===== config.mk =====
export PLATFORM = sky130hd
export DESIGN_NAME = choose_cursor_ctrl
export DESIGN_NICKNAME = d
export VERILOG_FILES = /design/src/rtl/choose_pkg.sv /design/src/rtl/btn_edge_pulse.sv /design/src/rtl/choose_cursor_ctrl.sv
export SDC_FILE = /design/constraint.sdc
export NUM_CORES = 1
export LEC_CHECK = 0
export CAP_MARGIN = 20
export CELL_PAD_IN_SITES_DETAIL_PLACEMENT = 1
export CELL_PAD_IN_SITES_GLOBAL_PLACEMENT = 2
export CORE_UTILIZATION = 25
export CTS_CLUSTER_DIAMETER = 200
export DETAILED_ROUTE_END_ITERATION = 16
export PLACE_DENSITY = 0.66
export SLEW_MARGIN = 10
export SYNTH_ARGS = -nofsm -noshare
export SYNTH_HDL_FRONTEND = slang
export SYNTH_SLANG_ARGS = --single-unit

===== constraint.sdc =====
create_clock -name clk -period 2.7 [get_ports clk]
set_input_delay 0.405 -clock clk [delete_from_list [all_inputs] [get_ports clk]]
set_output_delay 0.405 -clock clk [all_outputs]
set_load 0.02 [all_outputs]

===== src/rtl/choose_pkg.sv =====
// Shared types and grid helpers for the two-player choose-scene cursor controller.
package choose_pkg;

  localparam int GRID_COLS = 4;
  localparam int GRID_ROWS = 2;
  localparam int POKE_MIN  = 1;
  localparam int POKE_MAX  = 8;

  typedef enum logic [1:0] {
    S_P1   = 2'd0,
    S_P2   = 2'd1,
    S_DONE = 2'd2
  } state_e;

  typedef enum logic [2:0] {
    REQ_NONE    = 3'd0,
    REQ_UP      = 3'd1,
    REQ_DOWN    = 3'd2,
    REQ_LEFT    = 3'd3,
    REQ_RIGHT   = 3'd4,
    REQ_CONFIRM = 3'd5,
    REQ_RESTART = 3'd6
  } req_e;

  // Press bits: [0] up, [1] down, [2] left, [3] right, [4] confirm, [5] restart.
  function automatic req_e pick_req(input logic [5:0] press);
    req_e r;
    if (press[5])      r = REQ_RESTART;
    else if (press[4]) r = REQ_CONFIRM;
    else if (press[0]) r = REQ_UP;
    else if (press[1]) r = REQ_DOWN;
    else if (press[2]) r = REQ_LEFT;
    else if (press[3]) r = REQ_RIGHT;
    else               r = REQ_NONE;
    return r;
  endfunction

  function automatic logic [2:0] grid_move(input logic [2:0] idx, input req_e r);
    int row;
    int col;
    row = int'(idx) / GRID_COLS;
    col = int'(idx) % GRID_COLS;
    case (r)
      REQ_LEFT:  col = (col + GRID_COLS - 1) % GRID_COLS;
      REQ_RIGHT: col = (col + 1) % GRID_COLS;
      REQ_UP:    row = (row + GRID_ROWS - 1) % GRID_ROWS;
      REQ_DOWN:  row = (row + 1) % GRID_ROWS;
      default: ;
    endcase
    return 3'(row * GRID_COLS + col);
  endfunction

endpackage


===== src/rtl/btn_edge_pulse.sv =====
// Two-flop synchroniser plus registered rising-edge detect: one pulse per press,
// three clocks after the raw rise.
module btn_edge_pulse (
  input  logic clk,
  input  logic rst,
  input  logic btn_i,
  output logic pulse_o
);

  logic s1_q, s2_q, s3_q, pulse_q;

  always_ff @(posedge clk or posedge rst) begin
    if (rst) begin
      s1_q    <= 1'b0;
      s2_q    <= 1'b0;
      s3_q    <= 1'b0;
      pulse_q <= 1'b0;
    end else begin
      s1_q    <= btn_i;
      s2_q    <= s1_q;
      s3_q    <= s2_q;
      pulse_q <= s2_q & ~s3_q;
    end
  end

  assign pulse_o = pulse_q;

endmodule


===== src/rtl/choose_cursor_ctrl.sv =====
// Cursor and two-player pick controller for the choose scene; all visible
// changes are deferred to the frame tick so the highlight is stable per frame.
module choose_cursor_ctrl
  import choose_pkg::*;
#(
  parameter int ID_W      = 8,
  parameter int TICK_LINE = 480
) (
  input  logic            clk,
  input  logic            rst,
  input  logic [9:0]      h_cnt,
  input  logic [9:0]      v_cnt,
  input  logic            btn_up,
  input  logic            btn_down,
  input  logic            btn_left,
  input  logic            btn_right,
  input  logic            btn_confirm,
  input  logic            btn_restart,
  output logic [ID_W-1:0] pokemon_id,
  output logic [ID_W-1:0] p1_id,
  output logic [ID_W-1:0] p2_id,
  output logic            turn,
  output logic            choose_done
);

  logic [5:0]      press_s;
  logic [5:0]      raw_s;
  logic            tick_s;
  logic            cursor_ok_s;
  logic [2:0]      idx_s;
  logic [3:0]      moved_s;
  req_e            new_req_s;
  req_e            pend_q, pend_d;
  state_e          state_q, state_d;
  logic [ID_W-1:0] cursor_q, cursor_d;
  logic [ID_W-1:0] p1_q, p1_d;
  logic [ID_W-1:0] p2_q, p2_d;
  logic            turn_q, turn_d;
  logic            done_q, done_d;

  assign raw_s = {btn_restart, btn_confirm, btn_right, btn_left, btn_down, btn_up};

  for (genvar g = 0; g < 6; g++) begin : g_btn
    btn_edge_pulse u_btn (
      .clk     (clk),
      .rst     (rst),
      .btn_i   (raw_s[g]),
      .pulse_o (press_s[g])
    );
  end

  assign new_req_s   = pick_req(press_s);
  assign tick_s      = (v_cnt == 10'(TICK_LINE)) && (h_cnt == 10'd0);
  assign cursor_ok_s = (cursor_q >= ID_W'(POKE_MIN)) && (cursor_q <= ID_W'(POKE_MAX));
  assign idx_s       = cursor_q[2:0] - 3'd1;
  assign moved_s     = {1'b0, grid_move(idx_s, pend_q)} + 4'd1;

  // The tick slot refills from a same-cycle press; otherwise only an empty slot captures.
  always_comb begin
    pend_d = pend_q;
    if (tick_s) begin
      pend_d = new_req_s;
    end else if (pend_q == REQ_NONE) begin
      pend_d = new_req_s;
    end else begin
      pend_d = pend_q;
    end
  end

  always_ff @(posedge clk or posedge rst) begin
    if (rst) begin
      state_q  <= S_P1;
      pend_q   <= REQ_NONE;
      cursor_q <= ID_W'(POKE_MIN);
      p1_q     <= '0;
      p2_q     <= '0;
      turn_q   <= 1'b0;
      done_q   <= 1'b0;
    end else begin
      state_q  <= state_d;
      pend_q   <= pend_d;
      cursor_q <= cursor_d;
      p1_q     <= p1_d;
      p2_q     <= p2_d;
      turn_q   <= turn_d;
      done_q   <= done_d;
    end
  end

  always_comb begin
    state_d = state_q;
    if (tick_s) begin
      if (pend_q == REQ_RESTART) begin
        state_d = S_P1;
      end else if (pend_q == REQ_CONFIRM && cursor_ok_s) begin
        case (state_q)
          S_P1:    state_d = S_P2;
          S_P2:    state_d = (cursor_q != p1_q) ? S_DONE : S_P2;
          S_DONE:  state_d = S_DONE;
          default: state_d = S_P1;
        endcase
      end else begin
        state_d = (state_q == S_P1 || state_q == S_P2 || state_q == S_DONE) ? state_q : S_P1;
      end
    end else begin
      state_d = state_q;
    end
  end

  // Datapath: a forced out-of-range cursor recovers to 1 and swallows that tick's request.
  always_comb begin
    cursor_d = cursor_q;
    p1_d     = p1_q;
    p2_d     = p2_q;
    if (tick_s) begin
      if (pend_q == REQ_RESTART) begin
        cursor_d = ID_W'(POKE_MIN);
        p1_d     = '0;
        p2_d     = '0;
      end else if (!cursor_ok_s) begin
        cursor_d = ID_W'(POKE_MIN);
      end else begin
        case (pend_q)
          REQ_CONFIRM: begin
            if (state_q == S_P1) p1_d = cursor_q;
            else if (state_q == S_P2 && cursor_q != p1_q) p2_d = cursor_q;
            else p1_d = p1_q;
          end
          REQ_UP, REQ_DOWN, REQ_LEFT, REQ_RIGHT: begin
            if (state_q != S_DONE) cursor_d = {{(ID_W-4){1'b0}}, moved_s};
            else cursor_d = cursor_q;
          end
          default: ;
        endcase
      end
    end else begin
      cursor_d = cursor_q;
    end
  end

  always_comb begin
    turn_d = 1'b0;
    done_d = 1'b0;
    case (state_d)
      S_P1:    turn_d = 1'b0;
      S_P2:    turn_d = 1'b1;
      S_DONE: begin
        turn_d = 1'b1;
        done_d = 1'b1;
      end
      default: turn_d = 1'b0;
    endcase
  end

  assign pokemon_id  = cursor_q;
  assign p1_id       = p1_q;
  assign p2_id       = p2_q;
  assign turn        = turn_q;
  assign choose_done = done_q;

endmodule


==> flow_summary.yaml, run 1 <==
sta:
  fin_crit_sh_pct: 84.8
  slew_headroom_pct: 63.7
  period_needed_ns: 2.29
  setup_violations: 0
  finalClockSkew_ns: 0.00510
  rsz0062_at_grt: "false"
  slew_viol_final: 0
  setup_ws_ns: 0.410
  worstMarginPinSlew_ns: 0.544
  hold_slack_ns: 0.353
  fmax_ghz: 0.437
  hold_viol: 0
  tns_ns: 0
clock_network:
  clock_latency_ns: 0.29
  cts_sinks: 43
  clock-root-buffer: "clkbuf_8"
  cts_buffers: 5
  ctsResizeCount: 0
  cts_max_level: 2
  postCtsSetupRepairBufs: 0
  cts_tree: "built"
  hold_buffers: 0
  clockBufferDepth: 2
  path_clk_slew_ns: 0.08
yosys:
  async_flop_share_pct: 100
  synthTopCellsByArea: "dfrtp_1 54%, buf_4 4.6%, nor2_1 2.7%"
  yosysTopAreaCellShare_pct: 54.2
  yosysTopAreaCell: "dfrtp_1"
  syn-instance-count: 164
  ys_types: 45
  ys_warn_count: 0
  netlist_area_sq_mm: 0.00194
  ys.flop_type: "dfrtp_1"
  yosysSeqAreaShare_pct: 55.6
  synth-edff-count: 0
  syn_avg_cell_area_sq_um: 11.8
  yosys_register_bits: 43
detailed_routing:
  wirelength_um: 3860
  wl_per_cell_um: 12.5
  drtAntennaViolNets: 0
  wl_met2_um: 1790
  num_vias: 1323
  drtIter0Drc: 31
  highest_layer: "met4"
  drc_errors: 0
  viasPerCell: 4.28
  drtPass1Iterations: 4
  met3_length_um: 273
  wl_met1_um: 1750
global_routing:
  grt_pass1_vias: 1382
  grt.overflow.total: 0
  grt_pass1_wl_um: 6370
  grt_start_max_net_pins: 44
  antenna_found_initial: 0
  grt_usage_pct: 9.93
pwr:
  power.total_mw: 1.39
  p_leak_nw: 1.08
  peakVddDrop_v: 0.000255
  pwr_density_cell_mw_per_mm2: 548
min_path:
  whs_endpoint: "g_btn[1].u_btn.s2_q"
  hp-start: "g_btn[1].u_btn.s1_q"
  min_path_type: "register to register"
  min_delay_path_depth: 0
floorplan:
  rows: 31
  die-area_sq_mm: 0.00811
  die_w_um: 90.0
  start_util_pct: 26.3
  core_sq_mm: 0.00737
  ios: 54
  die_h_um: 90.0
critical_path:
  reg2reg_slack_ns: 0.41
  worstSetupPathType: "register to register"
  path_cells: "inv_1, ha_1, and2b_1, o2111ai_2, nor2_1, nor3_1, o22ai_1, ha_1, inv_1"
  reg2reg_from: "pokemon_id[0]"
  r2r_cells: 9
  critPathMaxStageDelay_ns: 0.61
  required_ns: 2.89
  cp_slowest_cell: "dfstp_2"
  worstPathArrival_ns: 2.48
  crit_path_end_kind: "register"
  timing.rr.end: "turn"
  cp-start-kind: "register"
  cp_max_fo: 7
final_layout:
  diodes: 0
  stdcell_count: 309
  drive_gt1_share_pct: 10.5
  syn2layout_area_growth_pct: 31.1
  fin_nets: 241
place:
  io_buffers: 41
  place_inst: 301
  dpl_worst_slack_ns: 0.203
  dp_hpwl_um: 2890
  gp_congestion: 0.688
outcome:
  status: "completed"
flow_run:
  drv_cap: 0
## worst max path at each step
| stage | start | endpoint | slack (ns) | cells after the start |
|---|---|---|---|---|
| final | pokemon_id[0] | turn | 0.41 | 9 |
| after global routing | pokemon_id[0] | turn | 0.21 | 9 |
| after CTS | pokemon_id[0] | turn | 0.37 | 9 |
| after detailed placement | v_cnt[1] | turn | 0.20 | 8 |
| after global placement | v_cnt[1] | turn | 0.26 | 8 |
| after floorplan | pokemon_id[1] | turn | 0.52 | 9 |
## stage by stage
step / cell area (sq um) / utilization (%)
after CTS: 2540 / 34.5
final: 2540 / 34.5
after floorplan: 1980 / -
after global routing: 2540 / 34.5
after detailed placement: 2420 / 32.8
after global placement: 2420 / 32.8
## logic make-up after synthesis
group | Yosys count | synth area share (%)
fa+ha+maj | 4 | 2.58
mux | 9 | 5.16
flops | 43 | 55.6
simple gates | 52 | 15.2
buf+inv | 22 | 6.84
xor+xnor | 10 | 5.23
compound gates | 23 | 9.17
other cells | 1 | 0.193
## synthesized netlist by cell type, drive strengths merged (2+ instances only)
library cell,count
xor2,5
nand2,9
mux2,5
o21ai,7
nor4b,3
o22ai,2
a21oi,3
a22o,5
nor2,16
dfrtp,42
nand4,2
xnor2,4
mux2i,4
nor3,4
nor4,2
nor2b,8
ha,4
inv,6
buf,16
## metal layers
layer  track usage (%)  up-vias
met4              3.63        0
met1              11.6      645
met5                 0        -
met2              16.5       48
li1                  -      625
met3              3.72        5
## flip-flops by register name (all words and copies together) (netlist names), named ones only
register             flops
g_btn.u_btn.pulse_o      6
g_btn.u_btn.s1_q         6
g_btn.u_btn.s2_q         6
g_btn.u_btn.s3_q         6
p1_id                    4
p2_id                    4
pokemon_id               4
pend_q                   3
choose_done              1
turn                     1
## power breakdown
part           internal (mW)  total (mW)  switching, mW
Clock                  0.304       0.529          0.224
Combinational         0.0780       0.160         0.0819
Sequential             0.670       0.704         0.0341
Total                   1.05        1.39          0.340
## worst max-delay path, delay by kind of cell (launching register included)
kind	cells	cell delay [ns]
flip-flops	1	0.61
adder cells (fa/ha/maj)	2	0.54
AND/OR/NAND/NOR	3	0.50
AO/OA/AOI/OAI	2	0.38
buffers and inverters	2	0.15
## layout by cell type, fill, tap and decap left out, types with 4 or more instances in the layout
| cell | count |
|---|---|
| dfrtp_1 | 42 |
| clkdlybuf4s50_1 | 41 |
| nor2_1 | 14 |
| conb_1 | 12 |
| nand2_1 | 9 |
| nor2b_1 | 8 |
| clkbuf_8 | 6 |
| inv_1 | 5 |
| o21ai_0 | 5 |
| xor2_1 | 5 |
| mux2i_1 | 4 |
| xnor2_1 | 4 |
| a22o_1 | 4 |
| ha_1 | 4 |
## final cells by class
| cell class | instances | area, sq um |
|---|---|---|
| clock buffer | 6 | 82.6 |
| clock inverter | 2 | 38.8 |
| fill | 818 | 4830 |
| inverter | 6 | 22.5 |
| multi-input combinational | 110 | 769 |
| sequential | 43 | 1080 |
| tap | 99 | 124 |
| timing repair buffer | 43 | 425 |
Power figures use the tool's default switching activity.
==> run 2: changes to the inputs <==
--- a/config.mk
+++ b/config.mk
@@ -11,7 +11,7 @@
 export CORE_UTILIZATION = 25
 export CTS_CLUSTER_DIAMETER = 200
 export DETAILED_ROUTE_END_ITERATION = 16
-export PLACE_DENSITY = 0.66
+export PLACE_DENSITY = 0.69
 export SLEW_MARGIN = 10
 export SYNTH_ARGS = -nofsm -noshare
 export SYNTH_HDL_FRONTEND = slang
==> constraint.sdc (replaced) <==
create_clock -name clk -period 2.1 [get_ports clk]
set_input_delay 0.315 -clock clk [delete_from_list [all_inputs] [get_ports clk]]
set_output_delay 0.315 -clock clk [all_outputs]
set_load 0.02 [all_outputs]
==> run 2 against run 1 <==
Clock skew rose by 0.0040 ns. Wire length fell by 1.3%. Total power rose by 30%. Final area rose by 8.5%. Count of clock-buffer cells in the layout fell by 1. Sequential power rose by 27%. First-iteration DRC count fell by 29%. Non-clock buffer count rose by 23.
==> flow_summary.yaml, run 2 (synthesis results as in run 1) <==
critical_path:
  cp_max_fo: 5
  crit_path_end_kind: "register"
  cp_common_cell: "ha_1"
  endpoint: "turn"
  path_buf_inv: 1
  critPathMaxStageDelay_ns: 0.50
  r2r_cells: 8
  worstSetupPathType: "register to register"
  reg2reg_slack_ns: 0.03
  startpoint: "pokemon_id[0]"
  reg2reg_from: "pokemon_id[0]"
  worstPathArrival_ns: 2.27
  required_ns: 2.29
  cp-start-kind: "register"
  cp.depth: 8
  cpLargestDelayFamily: "simple AND/OR/NAND/NOR gates"
  path_cells: "ha_1, or4b_4, o2111ai_4, nor2_2, nor3_2, o22ai_1, ha_1, inv_1"
  timing.rr.end: "turn"
  cp_slowest_cell: "or4b_4"
min_path:
  min_delay_path_depth: 0
  min_path_type: "register to register"
detailed_routing:
  drtPass1Iterations: 3
  num_vias: 1379
  wl_per_cell_um: 11.5
  wirelength_um: 3810
  drtIter0Drc: 22
  drc_errors: 0
  drtAntennaViolNets: 0
  viasPerCell: 4.15
pwr:
  pwr_density_cell_mw_per_mm2: 658
  power.total_mw: 1.81
  peakVddDrop_v: 0.000413
  p_leak_nw: 1.19
place:
  gp_congestion: 0.714
  io_buffers: 41
  dp_hpwl_um: 2990
  place_inst: 319
  post_dp_cell_area_sq_mm: 0.00259
sta:
  finalClockSkew_ns: 0.00907
  slew_headroom_pct: 64.2
  period_needed_ns: 2.07
  fin_crit_sh_pct: 98.7
  fmax_ghz: 0.482
  hold_viol: 0
  tns_ns: 0
  rsz0062_at_grt: "true"
  hold_slack_ns: 0.354
  setup_violations: 0
  slew_viol_final: 0
  worstMarginPinSlew_ns: 0.537
floorplan:
  die_w_um: 90.0
  core_sq_mm: 0.00737
  die-area_sq_mm: 0.00811
  rows: 31
  die_h_um: 90.0
  start_util_pct: 26.3
  ios: 54
final_layout:
  regArea_sq_mm: 0.00108
  diodes: 0
  n_fill_cell: 802
  multi_input_area_sq_um: 817
  syn2layout_area_growth_pct: 42.2
  final_cell_mix: "41 x dfrtp_1, 41 x clkdlybuf4s50_1, 25 x buf_4"
  drive_gt1_share_pct: 23.2
  stdcell_area_sq_mm: 0.00276
  stdcell_count: 332
  fin_nets: 264
clock_network:
  cts_tree: "built"
  cts_buffers: 5
  hold_buffers: 0
  cts_max_level: 2
  clock_latency_ns: 0.29
  clock-root-buffer: "clkbuf_8"
  path_clk_slew_ns: 0.09
  clockBufferDepth: 2
  cts_sinks: 43
flow_run:
  drv_cap: 0
global_routing:
  grt_pass1_wl_um: 7000
  grt_pass1_vias: 1512
  grt_start_max_net_pins: 44
  grt_usage_pct: 10.6
  antenna_found_initial: 0
  grt.overflow.total: 0
outcome:
  status: "completed"
run 2: cell count changes in the layout (fill, tap and decap cells not counted), sizes merged:
cell and change:
buf +23, clkbuf -1, clkinv -1, clkinvlp +1, inv +1
run 2: how the worst min path moves through the flow:
stage,start,endpoint,slack [ns]
global route,g_btn[5].u_btn.s1_q,g_btn[5].u_btn.s2_q,0.36
floorplan,g_btn[0].u_btn.s1_q,g_btn[0].u_btn.s2_q,0.33
detailed placement,g_btn[5].u_btn.s1_q,g_btn[5].u_btn.s2_q,0.34
global placement,g_btn[2].u_btn.s1_q,g_btn[2].u_btn.s2_q,0.33
CTS,g_btn[5].u_btn.s1_q,g_btn[5].u_btn.s2_q,0.36
finish,g_btn[5].u_btn.s1_q,g_btn[5].u_btn.s2_q,0.35
run 2: routing by layer:
metal  share of wire, %  global-route usage [%]  vias to the layer above  routed length [um]
li1                   -                       -                      673                   -
met1                 45                    12.4                      670                1730
met2                 49                    19.4                       34                1890
met3                4.8                    2.79                        2                 181
met4               0.37                    2.02                        0                  14
met5                  0                       0                        -                   0
run 2: what timing repair did:
| action | 4_1_cts | 5_1_grt |
|---|---|---|
| resized for setup | 0 | 4 |
| buffers inserted | 4 | 1 |
| gates cloned | 0 | 0 |
| pin swaps | 2 | 1 |
| endpoints found under the setup margin | 1 | 7 |
run 2: metrics by stage:
stage	setup slack [ns]	utilization, %
6_report	0.0266	37.4
5_1_grt	-0.0662	37.4
4_1_cts	0.0113	37.1
3_5_place_dp	-0.201	35.1
3_3_place_gp	-0.124	35.1
2_1_floorplan	0.0148	-
run 2: area by class of cell:
type | instances | share of cell area (%)
multi-input combinational | 110 | 29.7
inverter | 6 | 0.817
clock buffer | 5 | 2.50
sequential | 43 | 39.1
clock inverter | 3 | 1.68
timing repair buffer | 66 | 21.7
tap | 99 | 4.50
run 2: report_power, final:
group	switching [mW]	leakage [nW]	internal [mW]	total [mW]
sequential	0.0332	0.521	0.862	0.895
clock	0.295	0.0548	0.358	0.654
combinational	0.127	0.617	0.138	0.265
